[src/rtl/fetch_stage_if.sv]
`default_nettype none
// +------------------------------------------------------------------+
// | fetch_stage_if                                                   |
// | Instruction memory read handshake between IF stage and memory.   |
// | Rev 1.0                                                          |
// +------------------------------------------------------------------+
interface fetch_stage_if #(
  parameter int WORD_SIZE = 16
);
  logic                 i_readM;
  logic [WORD_SIZE-1:0] i_address;
  logic [WORD_SIZE-1:0] i_data;
  logic                 i_ready;

  modport master (output i_readM, output i_address, input i_data, input i_ready);
  modport slave  (input i_readM, input i_address, output i_data, output i_ready);
endinterface
`default_nettype wire

[src/rtl/fetch_stage.sv]
`default_nettype none
// +------------------------------------------------------------------+
// | fetch_stage                                                      |
// | IF stage: PC register, imem handshake, IF/ID pipeline register.  |
// | Optional IF_PERF_CNT_EN adds fetch/flush performance counters.   |
// | Rev 1.0                                                          |
// +------------------------------------------------------------------+
module fetch_stage #(
  parameter int                   WORD_SIZE = 16,
  parameter logic [WORD_SIZE-1:0] RESET_PC  = '0
) (
  input  logic                 clk,
  input  logic                 reset_n,
  fetch_stage_if.master        imem,
  output logic [WORD_SIZE-1:0] fetch_pc,
  input  logic [WORD_SIZE-1:0] bp_pred_pc,
  input  logic                 bp_tag_match,
  input  logic                 stall_id,
  input  logic                 flush,
  input  logic [WORD_SIZE-1:0] redirect_pc,
  output logic                 if_id_valid,
  output logic [WORD_SIZE-1:0] if_id_instr,
  output logic [WORD_SIZE-1:0] if_id_pc,
  output logic [WORD_SIZE-1:0] if_id_pred_pc,
  output logic                 if_id_tag_match
`ifdef IF_PERF_CNT_EN
  ,
  output logic [15:0]          perf_fetch_cnt,
  output logic [15:0]          perf_flush_cnt
`endif
);

  typedef enum logic [1:0] {S_IDLE, S_REQ, S_HOLD, S_DROP} state_t;

  state_t               r_state, w_state_nxt;
  logic [WORD_SIZE-1:0] r_pc, w_pc_nxt;
  logic [WORD_SIZE-1:0] r_drop_addr, w_drop_addr_nxt;
  logic                 r_valid, w_valid_nxt;
  logic [WORD_SIZE-1:0] r_instr, w_instr_nxt;
  logic [WORD_SIZE-1:0] r_ipc, w_ipc_nxt;
  logic [WORD_SIZE-1:0] r_pred, w_pred_nxt;
  logic                 r_tag, w_tag_nxt;
  logic [WORD_SIZE-1:0] r_hold_instr, w_hold_instr_nxt;
  logic [WORD_SIZE-1:0] r_hold_pc, w_hold_pc_nxt;
  logic [WORD_SIZE-1:0] r_hold_pred, w_hold_pred_nxt;
  logic                 r_hold_tag, w_hold_tag_nxt;
  logic                 w_if_id_load;

  // A request in flight must keep its address, so S_DROP replays the abandoned one.
  assign imem.i_readM   = (r_state == S_REQ) || (r_state == S_DROP);
  assign imem.i_address = (r_state == S_DROP) ? r_drop_addr : r_pc;

  assign fetch_pc        = r_pc;
  assign if_id_valid     = r_valid;
  assign if_id_instr     = r_instr;
  assign if_id_pc        = r_ipc;
  assign if_id_pred_pc   = r_pred;
  assign if_id_tag_match = r_tag;

  always_comb begin
    w_state_nxt      = r_state;
    w_pc_nxt         = r_pc;
    w_drop_addr_nxt  = r_drop_addr;
    w_valid_nxt      = r_valid;
    w_instr_nxt      = r_instr;
    w_ipc_nxt        = r_ipc;
    w_pred_nxt       = r_pred;
    w_tag_nxt        = r_tag;
    w_hold_instr_nxt = r_hold_instr;
    w_hold_pc_nxt    = r_hold_pc;
    w_hold_pred_nxt  = r_hold_pred;
    w_hold_tag_nxt   = r_hold_tag;
    w_if_id_load     = 1'b0;

    if (flush) begin
      w_valid_nxt = 1'b0;
      w_pc_nxt    = redirect_pc;
      case (r_state)
        S_IDLE: w_state_nxt = S_REQ;
        S_REQ: begin
          if (!imem.i_ready) begin
            w_drop_addr_nxt = r_pc;
            w_state_nxt     = S_DROP;
          end
        end
        S_HOLD: begin
          w_hold_instr_nxt = '0;
          w_hold_pc_nxt    = '0;
          w_hold_pred_nxt  = '0;
          w_hold_tag_nxt   = 1'b0;
          w_state_nxt      = S_REQ;
        end
        default: w_state_nxt = S_DROP;
      endcase
    end else begin
      case (r_state)
        S_IDLE: w_state_nxt = S_REQ;
        S_REQ: begin
          if (imem.i_ready) begin
            w_pc_nxt = bp_pred_pc;
            if (!stall_id) begin
              w_if_id_load = 1'b1;
              w_valid_nxt  = 1'b1;
              w_instr_nxt  = imem.i_data;
              w_ipc_nxt    = r_pc;
              w_pred_nxt   = bp_pred_pc;
              w_tag_nxt    = bp_tag_match;
            end else begin
              w_hold_instr_nxt = imem.i_data;
              w_hold_pc_nxt    = r_pc;
              w_hold_pred_nxt  = bp_pred_pc;
              w_hold_tag_nxt   = bp_tag_match;
              w_state_nxt      = S_HOLD;
            end
          end else if (!stall_id) begin
            w_valid_nxt = 1'b0;
          end
        end
        S_HOLD: begin
          if (!stall_id) begin
            w_if_id_load = 1'b1;
            w_valid_nxt  = 1'b1;
            w_instr_nxt  = r_hold_instr;
            w_ipc_nxt    = r_hold_pc;
            w_pred_nxt   = r_hold_pred;
            w_tag_nxt    = r_hold_tag;
            w_state_nxt  = S_REQ;
          end
        end
        default: begin
          if (imem.i_ready) w_state_nxt = S_REQ;
        end
      endcase
    end
  end

  always_ff @(posedge clk or negedge reset_n) begin
    if (!reset_n) begin
      r_state      <= S_IDLE;
      r_pc         <= RESET_PC;
      r_drop_addr  <= '0;
      r_valid      <= 1'b0;
      r_instr      <= '0;
      r_ipc        <= '0;
      r_pred       <= '0;
      r_tag        <= 1'b0;
      r_hold_instr <= '0;
      r_hold_pc    <= '0;
      r_hold_pred  <= '0;
      r_hold_tag   <= 1'b0;
    end else begin
      r_state      <= w_state_nxt;
      r_pc         <= w_pc_nxt;
      r_drop_addr  <= w_drop_addr_nxt;
      r_valid      <= w_valid_nxt;
      r_instr      <= w_instr_nxt;
      r_ipc        <= w_ipc_nxt;
      r_pred       <= w_pred_nxt;
      r_tag        <= w_tag_nxt;
      r_hold_instr <= w_hold_instr_nxt;
      r_hold_pc    <= w_hold_pc_nxt;
      r_hold_pred  <= w_hold_pred_nxt;
      r_hold_tag   <= w_hold_tag_nxt;
    end
  end

`ifdef IF_PERF_CNT_EN
  logic [15:0] r_perf_fetch_cnt;
  logic [15:0] r_perf_flush_cnt;

  always_ff @(posedge clk or negedge reset_n) begin
    if (!reset_n) begin
      r_perf_fetch_cnt <= '0;
      r_perf_flush_cnt <= '0;
    end else begin
      if (w_if_id_load) r_perf_fetch_cnt <= r_perf_fetch_cnt + 16'd1;
      if (flush)        r_perf_flush_cnt <= r_perf_flush_cnt + 16'd1;
    end
  end

  assign perf_fetch_cnt = r_perf_fetch_cnt;
  assign perf_flush_cnt = r_perf_flush_cnt;
`endif

endmodule
`default_nettype wire

[src/flat_wrapper.sv]
// flat-port wrapper written by rule: the top's interface ports become plain ports
module fetch_stage_flat 
#(
  parameter int                   WORD_SIZE = 16,
  parameter logic [WORD_SIZE-1:0] RESET_PC  = '0
)
  (clk, reset_n, fetch_pc, bp_pred_pc, bp_tag_match, stall_id, flush, redirect_pc, if_id_valid, if_id_instr, if_id_pc, if_id_pred_pc, if_id_tag_match, imem_i_readM, imem_i_address, imem_i_data, imem_i_ready);
  fetch_stage_if #(.WORD_SIZE(WORD_SIZE)) imem_i ();
  input  logic clk;
  input  logic reset_n;
  output logic [WORD_SIZE-1:0] fetch_pc;
  input  logic [WORD_SIZE-1:0] bp_pred_pc;
  input  logic bp_tag_match;
  input  logic stall_id;
  input  logic flush;
  input  logic [WORD_SIZE-1:0] redirect_pc;
  output logic if_id_valid;
  output logic [WORD_SIZE-1:0] if_id_instr;
  output logic [WORD_SIZE-1:0] if_id_pc;
  output logic [WORD_SIZE-1:0] if_id_pred_pc;
  output logic if_id_tag_match;
  output wire logic [$bits(imem_i.i_readM)-1:0] imem_i_readM;
  output wire logic [$bits(imem_i.i_address)-1:0] imem_i_address;
  input wire logic [$bits(imem_i.i_data)-1:0] imem_i_data;
  input wire logic [$bits(imem_i.i_ready)-1:0] imem_i_ready;
  assign imem_i_readM = imem_i.i_readM;
  assign imem_i_address = imem_i.i_address;
  assign imem_i.i_data = imem_i_data;
  assign imem_i.i_ready = imem_i_ready;
  fetch_stage #(.WORD_SIZE(WORD_SIZE), .RESET_PC(RESET_PC)) u_core (.clk(clk), .reset_n(reset_n), .imem(imem_i), .fetch_pc(fetch_pc), .bp_pred_pc(bp_pred_pc), .bp_tag_match(bp_tag_match), .stall_id(stall_id), .flush(flush), .redirect_pc(redirect_pc), .if_id_valid(if_id_valid), .if_id_instr(if_id_instr), .if_id_pc(if_id_pc), .if_id_pred_pc(if_id_pred_pc), .if_id_tag_match(if_id_tag_match));
endmodule
[config.mk]
export PLATFORM = sky130hd
export DESIGN_NAME = fetch_stage_flat
export DESIGN_NICKNAME = d
export VERILOG_FILES = /design/src/rtl/fetch_stage_if.sv /design/src/rtl/fetch_stage.sv /design/src/flat_wrapper.sv
export SDC_FILE = /design/constraint.sdc
export NUM_CORES = 1
export LEC_CHECK = 0
export BUFFER_PORTS_ARGS = -buffer_cell sky130_fd_sc_hd__buf_2
export CAP_MARGIN = 40
export CORE_UTILIZATION = 44
export CTS_BUF_LIST = sky130_fd_sc_hd__clkbuf_4 sky130_fd_sc_hd__clkbuf_8 sky130_fd_sc_hd__clkbuf_16
export DETAILED_ROUTE_END_ITERATION = 16
export GPL_ROUTABILITY_DRIVEN = 1
export PLACE_DENSITY = 0.66
export SLEW_MARGIN = 40
export SYNTH_ARGS = -nofsm -noshare
export SYNTH_HDL_FRONTEND = slang
export SYNTH_SLANG_ARGS = --single-unit
export TNS_END_PERCENT = 5
[constraint.sdc]
create_clock -name clk -period 2.35 [get_ports clk]
set_clock_uncertainty 0.1 [all_clocks]
set_input_delay 0.235 -clock clk [delete_from_list [all_inputs] [get_ports clk]]
set_output_delay 0.235 -clock clk [all_outputs]
set_load 0.02 [all_outputs]
# == After elaboration in Yosys (flattened, before gate mapping) ==
# Cells that the tools add are included.
# word_totals
register_bits,133
input_bits,54
output_inout_bits,83
wordCells,92
# classes
eq_ne,12
mux,51
bitwise_logic,2
reduce_logical,15
# ops
operator,count
$mux 16,26
$pmux 16 s2,3
$mux 1,12
$mux 2,6
$ne 3x3->1 const B,4
$reduce_and 5->1,2
$reduce_bool 2->1,4
$ne 2x2->1 const B,3
$pmux 2 s3,1
$eq 2x2->1 const B,2
$ne 4x4->1 const B,1
$pmux 1 s2,2
$pmux 2 s2,1
$reduce_and 2->1,2
$reduce_and 4->1,1
$reduce_bool 4->1,1
$reduce_and 3->1,1
$reduce_bool 3->1,1
$eq 2x1->1 const B,1
$logic_not 2->1,1
$ne 2x1->1 const B,1
$not 1->1,2
$reduce_or 2->1,1
$logic_or 1x1->1,1

# == Depth between registers and ports, before layout ==
# Gate-level depths: netlist (run 1).
# depth
ltp_word,4
mapped_depth,9
depth_no_buf,6

# == Least setup slack after synthesis (run 1) ==
# No wires, ideal clock.
# synth_path
path_kind,register -> register
start,reg u_core.r_state[1]
end,reg u_core.r_drop_addr[10]
setup_ns,0.125
t_arrival_ns,1.773
required_ns,2.125
path_slack_ns,0.352
stages_incl_launch_ff,9
n_path_buf,3
period_less_slack_ns,1.998
path_cell_list,dfrtp_1 -> inv_1 -> ha_1 -> buf_2 -> inv_1 -> or3_1 -> buf_2 -> buf_6 -> mux2_4
# synth_between
elab_chain_len,2
# synth_rtl
element,line,source
from (decl),fetch_stage.sv:35,"state_t r_state, w_state_nxt;"
from (signal assigned),fetch_stage.sv:152,r_state <= w_state_nxt;
$eq 2x1->1,fetch_stage.sv:78,case (r_state)
$reduce_and 3->1 (no line),n/a,
to (signal assigned),fetch_stage.sv:154,r_drop_addr <= w_drop_addr_nxt;
to (decl),fetch_stage.sv:37,"logic [WORD_SIZE-1:0] r_drop_addr, w_drop_addr_nxt;"
# No other way between the ends.
# A chain may end at the register's enable or synchronous reset.

# == Worst setup path after layout (run 1) ==
# layout_path
start,reg u_core.r_state[1]
end,out imem_i_address[5]
# layout_between
elab_chain_len,2
# layout_rtl
element,line,source
$eq 2x2->1,fetch_stage.sv:51,assign imem.i_address = (r_state == S_DROP) ? r_drop_addr : r_pc;
$mux 16,fetch_stage.sv:51,
to (decl),flat_wrapper.sv:23,output wire logic [$bits(imem_i.i_address)-1:0] imem_i_address;
# No other way between the ends.

==> results of run 1 <==
[per-stage QoR]
stage               std cells  instance area, um^2  total power, W  hold slack (ps)
floorplan                 518                 5850         0.00639             -161
global placement          802                 6800         0.00768             78.8
detailed placement        802                 6800         0.00781             82.8
CTS                       862                 7720          0.0108             1.76
global route              862                 7720          0.0114             17.2
finish                    863                 7720          0.0107             17.4
[registers in the layout, indices dropped and copies added (netlist names)]
signal	cells
u_core.if_id_tag_match	1
u_core.if_id_instr	16
u_core.if_id_valid	1
u_core.fetch_pc	16
u_core.if_id_pc	16
u_core.r_hold_pred	16
u_core.r_drop_addr	16
u_core.if_id_pred_pc	16
u_core.r_hold_tag	1
u_core.r_hold_instr	16
u_core.r_state	2
u_core.r_hold_pc	16
[logic make-up (layout without fill, tap and decap cells)]
kind of cell	count (synthesis)	count (layout)	share of synthesized area, %
AO/OA/AOI/OAI	142	142	15.6
adder cells (fa/ha/maj)	6	6	1.28
buffers and inverters	44	216	3.21
flip-flops	133	133	56.9
multiplexers	82	82	15.4
other	0	1	0
AND/OR/NAND/NOR	111	111	7.58
[path summary, 6_finish.rpt]
| path | slack, ps | depth (start not counted) | start | end |
|---|---|---|---|---|
| max in group asynchronous | 1170 | 3 | reset_n | u_core.r_state[1]$_DFFE_PN0P_ |
| setup / recovery | 110 | 4 | u_core.r_state[1]$_DFFE_PN0P_ | imem_i_address[5] |
| hold / removal | 20 | 3 | bp_pred_pc[9] | u_core.r_hold_pred[9]$_DFFE_PN0P_ |
| hold reg to reg | 370 | 2 | u_core.if_id_instr[0]$_DFFE_PN0P_ | u_core.if_id_instr[0]$_DFFE_PN0P_ |
| setup reg to reg | 140 | 5 | u_core.r_state[0]$_DFFE_PN0P_ | u_core.r_state[0]$_DFFE_PN0P_ |
| min in group asynchronous | 210 | 2 | reset_n | u_core.if_id_pc[8]$_DFFE_PN0P_ |
[cells in the final DEF (no fill, tap or decap), drive strengths merged, types with 5 or more instances in the layout]
cell type	Yosys	final
a21boi	16	16
a21oi	5	5
a22o	33	33
buf	20	152
clkbuf	20	23
dfrtp	133	133
dlygate4sd3	0	28
ha	6	6
mux2	32	32
mux2i	50	50
nand2	98	98
o21ai	80	80
[cell type report]
type / count / area (um^2) / share of cell area, %
antenna: 1 / 2.50 / 0.0324
clock inverter: 9 / 148 / 1.91
inverter: 4 / 15.0 / 0.194
tap: 172 / 215 / 2.79
clock buffer: 23 / 495 / 6.42
timing repair buffer: 180 / 1160 / 15.0
multi-input combinational: 341 / 2360 / 30.5
sequential: 133 / 3330 / 43.1
[power breakdown]
group	total (W)	internal [W]	leakage [nW]	switching [W]
clock	0.00286	0.00190	0.320	0.000953
combinational	0.00395	0.00165	1.73	0.00229
sequential	0.00388	0.00325	1.69	0.000624
[worst max-delay path: stages (launching register included)]
cell,delay [ps]
dfrtp_1,450
ha_1,330
buf_12,190
mux2_2,360
buf_2,160
[routing by layer]
metal | track usage, % | part of all wire (%) | vias up
met5 | 0 | 0 | -
met4 | 10.5 | 2.2 | 0
met3 | 5.36 | 4.5 | 17
met2 | 35.5 | 47 | 135
met1 | 31.9 | 46 | 2181
li1 | - | - | 2139
==> summary.md, run 1 <==
| Metric | Value |
|---|---|
| Kind of critical path | flop to primary output |
| Die Area | 13800 um^2 |
| CTS tree | done |
| # port buffers | ~140 |
| Hold_buf cts | 28 |
| Worst skew pair latency | ~420 ps |
| Slew margin rel. | 67.0% |
| Syn avg cell area | 11.3 um^2 |
| Status | completed |
| GRT Overall Usage | 23.3% |
| Tcrit/Tclk final | 95.4% |
| Longest Clk Path Bufs | 2 |
| H-tree levels | 4 |
| DIE HEIGHT | 117 um |
| # IOs | about 140 |
| Largest area contributor in the netlist | dfrtp_1 |
| Post-route setup slack | about 110 ps |
| Top cells by count, synth | dfrtp_1, nand2_1, o21ai_0, mux2i_1, a22o_1 |
| Sequential fraction of the synthesis area | 56.9% |
| Final Setup Violations | 0 |
| Fin crit period | approximately 2200 ps |
| Nets | 737 |
| Power Density | roughly 1400 nW/um^2 |
| Starting density of the core | between 40% and 50% |
| Critical Path Fanout Max | 14 |
| Initial DRC Count | 311 |
| Post-DR wirelength/cell | about 17 um |
| CP Data Arrival Time | around 1900 ps |
| Total number of vias | 4472 |
| Top cells by area, synth | dfrtp_1, mux2i_1, o21ai_0 |
| Die width | 117 um |
| Lkg Pwr | 3.75 nW |
| YS warnings | 0 |
| Postcts setup bufs | 0 |
| Max Slew Vio Count | 0 |
| Required time worst endpoint | approximately 2000 ps |
| Total grt overflow | 0 |
| Placer congestion estimate | 0.770 |
| Vias in the first global route | 4562 |
| Netlist cell types | 30 |
| Resized cells post-CTS | 0 |
| Max Freq | 446 MHz |
| Final WL | 14700 um |
| Remaining antenna violation count after routing | 0 |
| Top-count cell post-synth | dfrtp_1 |
| Routed vias/inst | 5.18 |
| RSZ-0062 raised after global routing | false |
| EDFF count, synth | 0 |
| Initial antenna violation count | 0 |
| Share of the synthesized area in the top cell type | between 50% and 60% |
| # DRC | 0 |
| Register bit total from synthesis | approximately 130 |
| Synthesized net count | 578 |
| Share of cells above drive strength 1 | 32.3% |
| Netlist Area Pre-Place | 5850 um^2 |
| CTS buffer count | 17 |
| Site row count | 41 |
| Main synth FF type | dfrtp_1 |
| Area growth, synth to finish | 32.1% |
| Synth Instances | 518 |
| Max Cap Violations | 0 |
| Worst Max-Slew Pin Slew | 491 ps |
| Post-synth ARST share | 100% |
| Sink Count | 133 |
| Hold WC Path Type | primary input to flop |
| Fillers | between 1000 and 1500 |
| First-pass GRT wire length | 23700 um |
| Clock root buffer | clkbuf_16 |
| Final hold violations | 0 |
| Crit end category | primary output |
| Setup_tns | 0 ps |
| Setup WS pre-CTS | ~340 ps |
| Max IR drop VDD | ~0.48 mV |
| Clock transition at path regs | 50 ps |
| Final core occ | around three fifths |
| 1st-pass router iterations | 4 |
| DPL Wire Length | 9640 um |
| Largest net degree at the start of global routing | 63 |
| Startpoint type of the worst setup path | flop |
| Core area | 12800 um^2 |
Power figures use the tool's default switching activity.
==> inputs of run 2 (changes only) <==
- CORE_ASPECT_RATIO: not set -> 1.5
==> summary.md, run 2 (same netlist as run 1, synthesis figures left out) <==
| Metric | Value |
|---|---|
| Register area | 3330 um^2 (unchanged) |
| DIE HEIGHT | 143 um (+22%) |
| Lkg Pwr | 3.72 nW (-0.69%) |
| Total grt overflow | 0 (unchanged) |
| Largest net degree at the start of global routing | 77 (+22%) |
| Max Freq | 439 MHz (-1.6%) |
| Longest Clk Path Bufs | 2 (unchanged) |
| Setup WS pre-CTS | 180 ps (-159 ps) |
| Starting density of the core | 45.1% (-0.64 points) |
| GRT Overall Usage | 22.3% (-1.0 points) |
| Sink Count | 133 (unchanged) |
| Final WL | 14200 um (-3.0%) |
| Total number of vias | 4480 (+0.18%) |
| Core area | 13000 um^2 (+1.4%) |
| CTS buffer count | 17 (unchanged) |
| Kind of critical path | flop to flop |
| N_diodes | 0 (-1) |
| Setup_tns | 0 ps (unchanged) |
| Die Area | 13800 um^2 (about the same) |
| CP cell instances | inv_1 > ha_1 > inv_1 > or3_1 > buf_4 > mux2_4 |
| CP max stage cell | dfrtp_1 |
| Placer congestion estimate | 0.827 (+7.4%) |
| Area of the multi-input gates | 2370 um^2 (+0.53%) |
| Inst Count DP | 789 (-1.6%) |
| First-pass GRT wire length | 23600 um (-0.49%) |
| Hold Slack | 11.0 ps (-6.40 ps) |
| Slew margin rel. | 66.9% (-0.12 points) |
| Status | completed |
| Max IR drop VDD | 0.810 mV (+68%) |
| Crit end category | flop |
| Clock transition at path regs | 50 ps (about the same) |
| Vias in the first global route | 4693 (+2.9%) |
| Non-Filler Instances | 847 (-1.9%) |
| Routed vias/inst | 5.29 (+2.1%) |
| Commonest cells after routing, fill and taps aside | buf_2, dfrtp_1, nand2_1 |
| Worst path max stage delay | 480 ps (+30 ps) |
| Most used cell, CP | inv_1 |
| Worst skew pair latency | 410 ps (about the same) |
| CP Data Arrival Time | 2460 ps (+550 ps) |
| Nets | 737 (unchanged) |
| Site row count | 51 (+24%) |
| Clock root buffer | clkbuf_16 |
| Tcrit/Tclk final | 97.0% (+1.6 points) |
| # DRC | 0 (unchanged) |
| Die width | 96.1 um (-18%) |
| Fillers | 1101 (+3.9%) |
| Final Setup Violations | 0 (unchanged) |
| Share of cells above drive strength 1 | 32.3% (-0.051 points) |
| Max Cap Violations | 0 (unchanged) |
| # IOs | 137 (unchanged) |
| Max Slew Vio Count | 0 (unchanged) |
| CTS tree | done |
| R2r setup slk | 70 ps (-70 ps) |
| RR Startpoint | u_core.r_state[1]$_DFFE_PN0P_ |
| H-tree levels | 4 (unchanged) |
| Hold_sp | bp_pred_pc[6] |
| Final hold violations | 0 (unchanged) |
| Crit path launch | u_core.r_state[1]$_DFFE_PN0P_ |
| Area growth, synth to finish | 31.3% |
| Initial DRC Count | 204 (-34%) |
| Postcts setup bufs | 0 (unchanged) |
| Post-route setup slack | 70.8 ps (-36.7 ps) |
| Startpoint type of the worst setup path | flop |
| Initial antenna violation count | 0 (unchanged) |
| Most common cell after layout, fill and taps aside | buf_2 |
| Required time worst endpoint | 2540 ps (+520 ps) |
| Worst Max-Slew Pin Slew | 493 ps (+1.83 ps) |
| Critical Path Fanout Max | 16 (+2) |
| # port buffers | 136 (unchanged) |
| Power Density | 1380 nW/um^2 (-0.48%) |
| 1st-pass router iterations | 4 (unchanged) |
| DPL Wire Length | 9390 um (-2.6%) |
| Fin crit period | 2280 ps (+36.7 ps) |
| Hold WC Path Type | primary input to flop |
| Post-DR wirelength/cell | 16.8 um (-1.2%) |
| Remaining antenna violation count after routing | 0 (unchanged) |
-- run 2: cell count changes in the layout (fill, tap and decap cells not counted), sizes merged --
| cell | previous run | this run |
|---|---|---|
| inv | 4 | 6 |
| diode | 1 | 0 |
| clkinv | 4 | 3 |
| clkbuf | 23 | 19 |
| clkinvlp | 1 | 2 |
-- run 2: metal layers --
layer  vias to the layer above  GRT usage, %  routed length, um
met4                         0          8.64                232
met1                      2179          29.1               6270
met3                        19          5.32                658
met5                         -             0                  0
met2                       142          35.6               7070
li1                       2140             -                  -
-- run 2: worst paths after layout --
path                                                      end  depth (start not counted)
max reg2reg                u_core.r_drop_addr[13]$_DFFE_PN0P_                          6
max                        u_core.r_drop_addr[13]$_DFFE_PN0P_                          6
max in group asynchronous     u_core.r_hold_pc[6]$_DFFE_PN0P_                          3
min in group asynchronous   u_core.if_id_instr[8]$_DFFE_PN0P_                          2
min                         u_core.r_hold_pred[6]$_DFFE_PN0P_                          3
min reg2reg                 u_core.if_id_instr[0]$_DFFE_PN0P_                          2
-- run 2: final cells by class --
type,count,share of cell area (%)
clock buffer,19,5.90
clock inverter,11,2.28
inverter,4,0.196
multi-input combinational,341,30.9
sequential,133,43.4
tap,159,2.59
timing repair buffer,180,14.8
-- run 2: repair_timing --
item,4_1_cts,5_1_grt
resized for setup,1,1
hold buffers,28,0
setup endpoints to repair,11,11
hold endpoints to repair,122,0
-- run 2: power breakdown --
part | total (W) | leakage (nW) | internal, W | switching [W]
clock | 0.00281 | 0.302 | 0.00183 | 0.000983
combinational | 0.00388 | 1.72 | 0.00163 | 0.00226
sequential | 0.00387 | 1.69 | 0.00325 | 0.000618
-- run 2: per-stage QoR --
stage | instance area [um^2] | util (%) | power, W
detailed placement | 6760 | 52.2 | 0.00776
CTS | 7670 | 59.2 | 0.0107
global placement | 6760 | 52.2 | 0.00764
global route | 7680 | 59.3 | 0.0113
finish | 7680 | 59.3 | 0.0106
floorplan | 5850 | - | 0.00639
-- run 2: critical path: cells and delay by family (launching register included) --
kind                       cells  cell delay [ps]
muxes                          1              320
adders and majority gates      1              360
DFF                            1              480
and+or+nand+nor                1              370
buffers and inverters          3              520
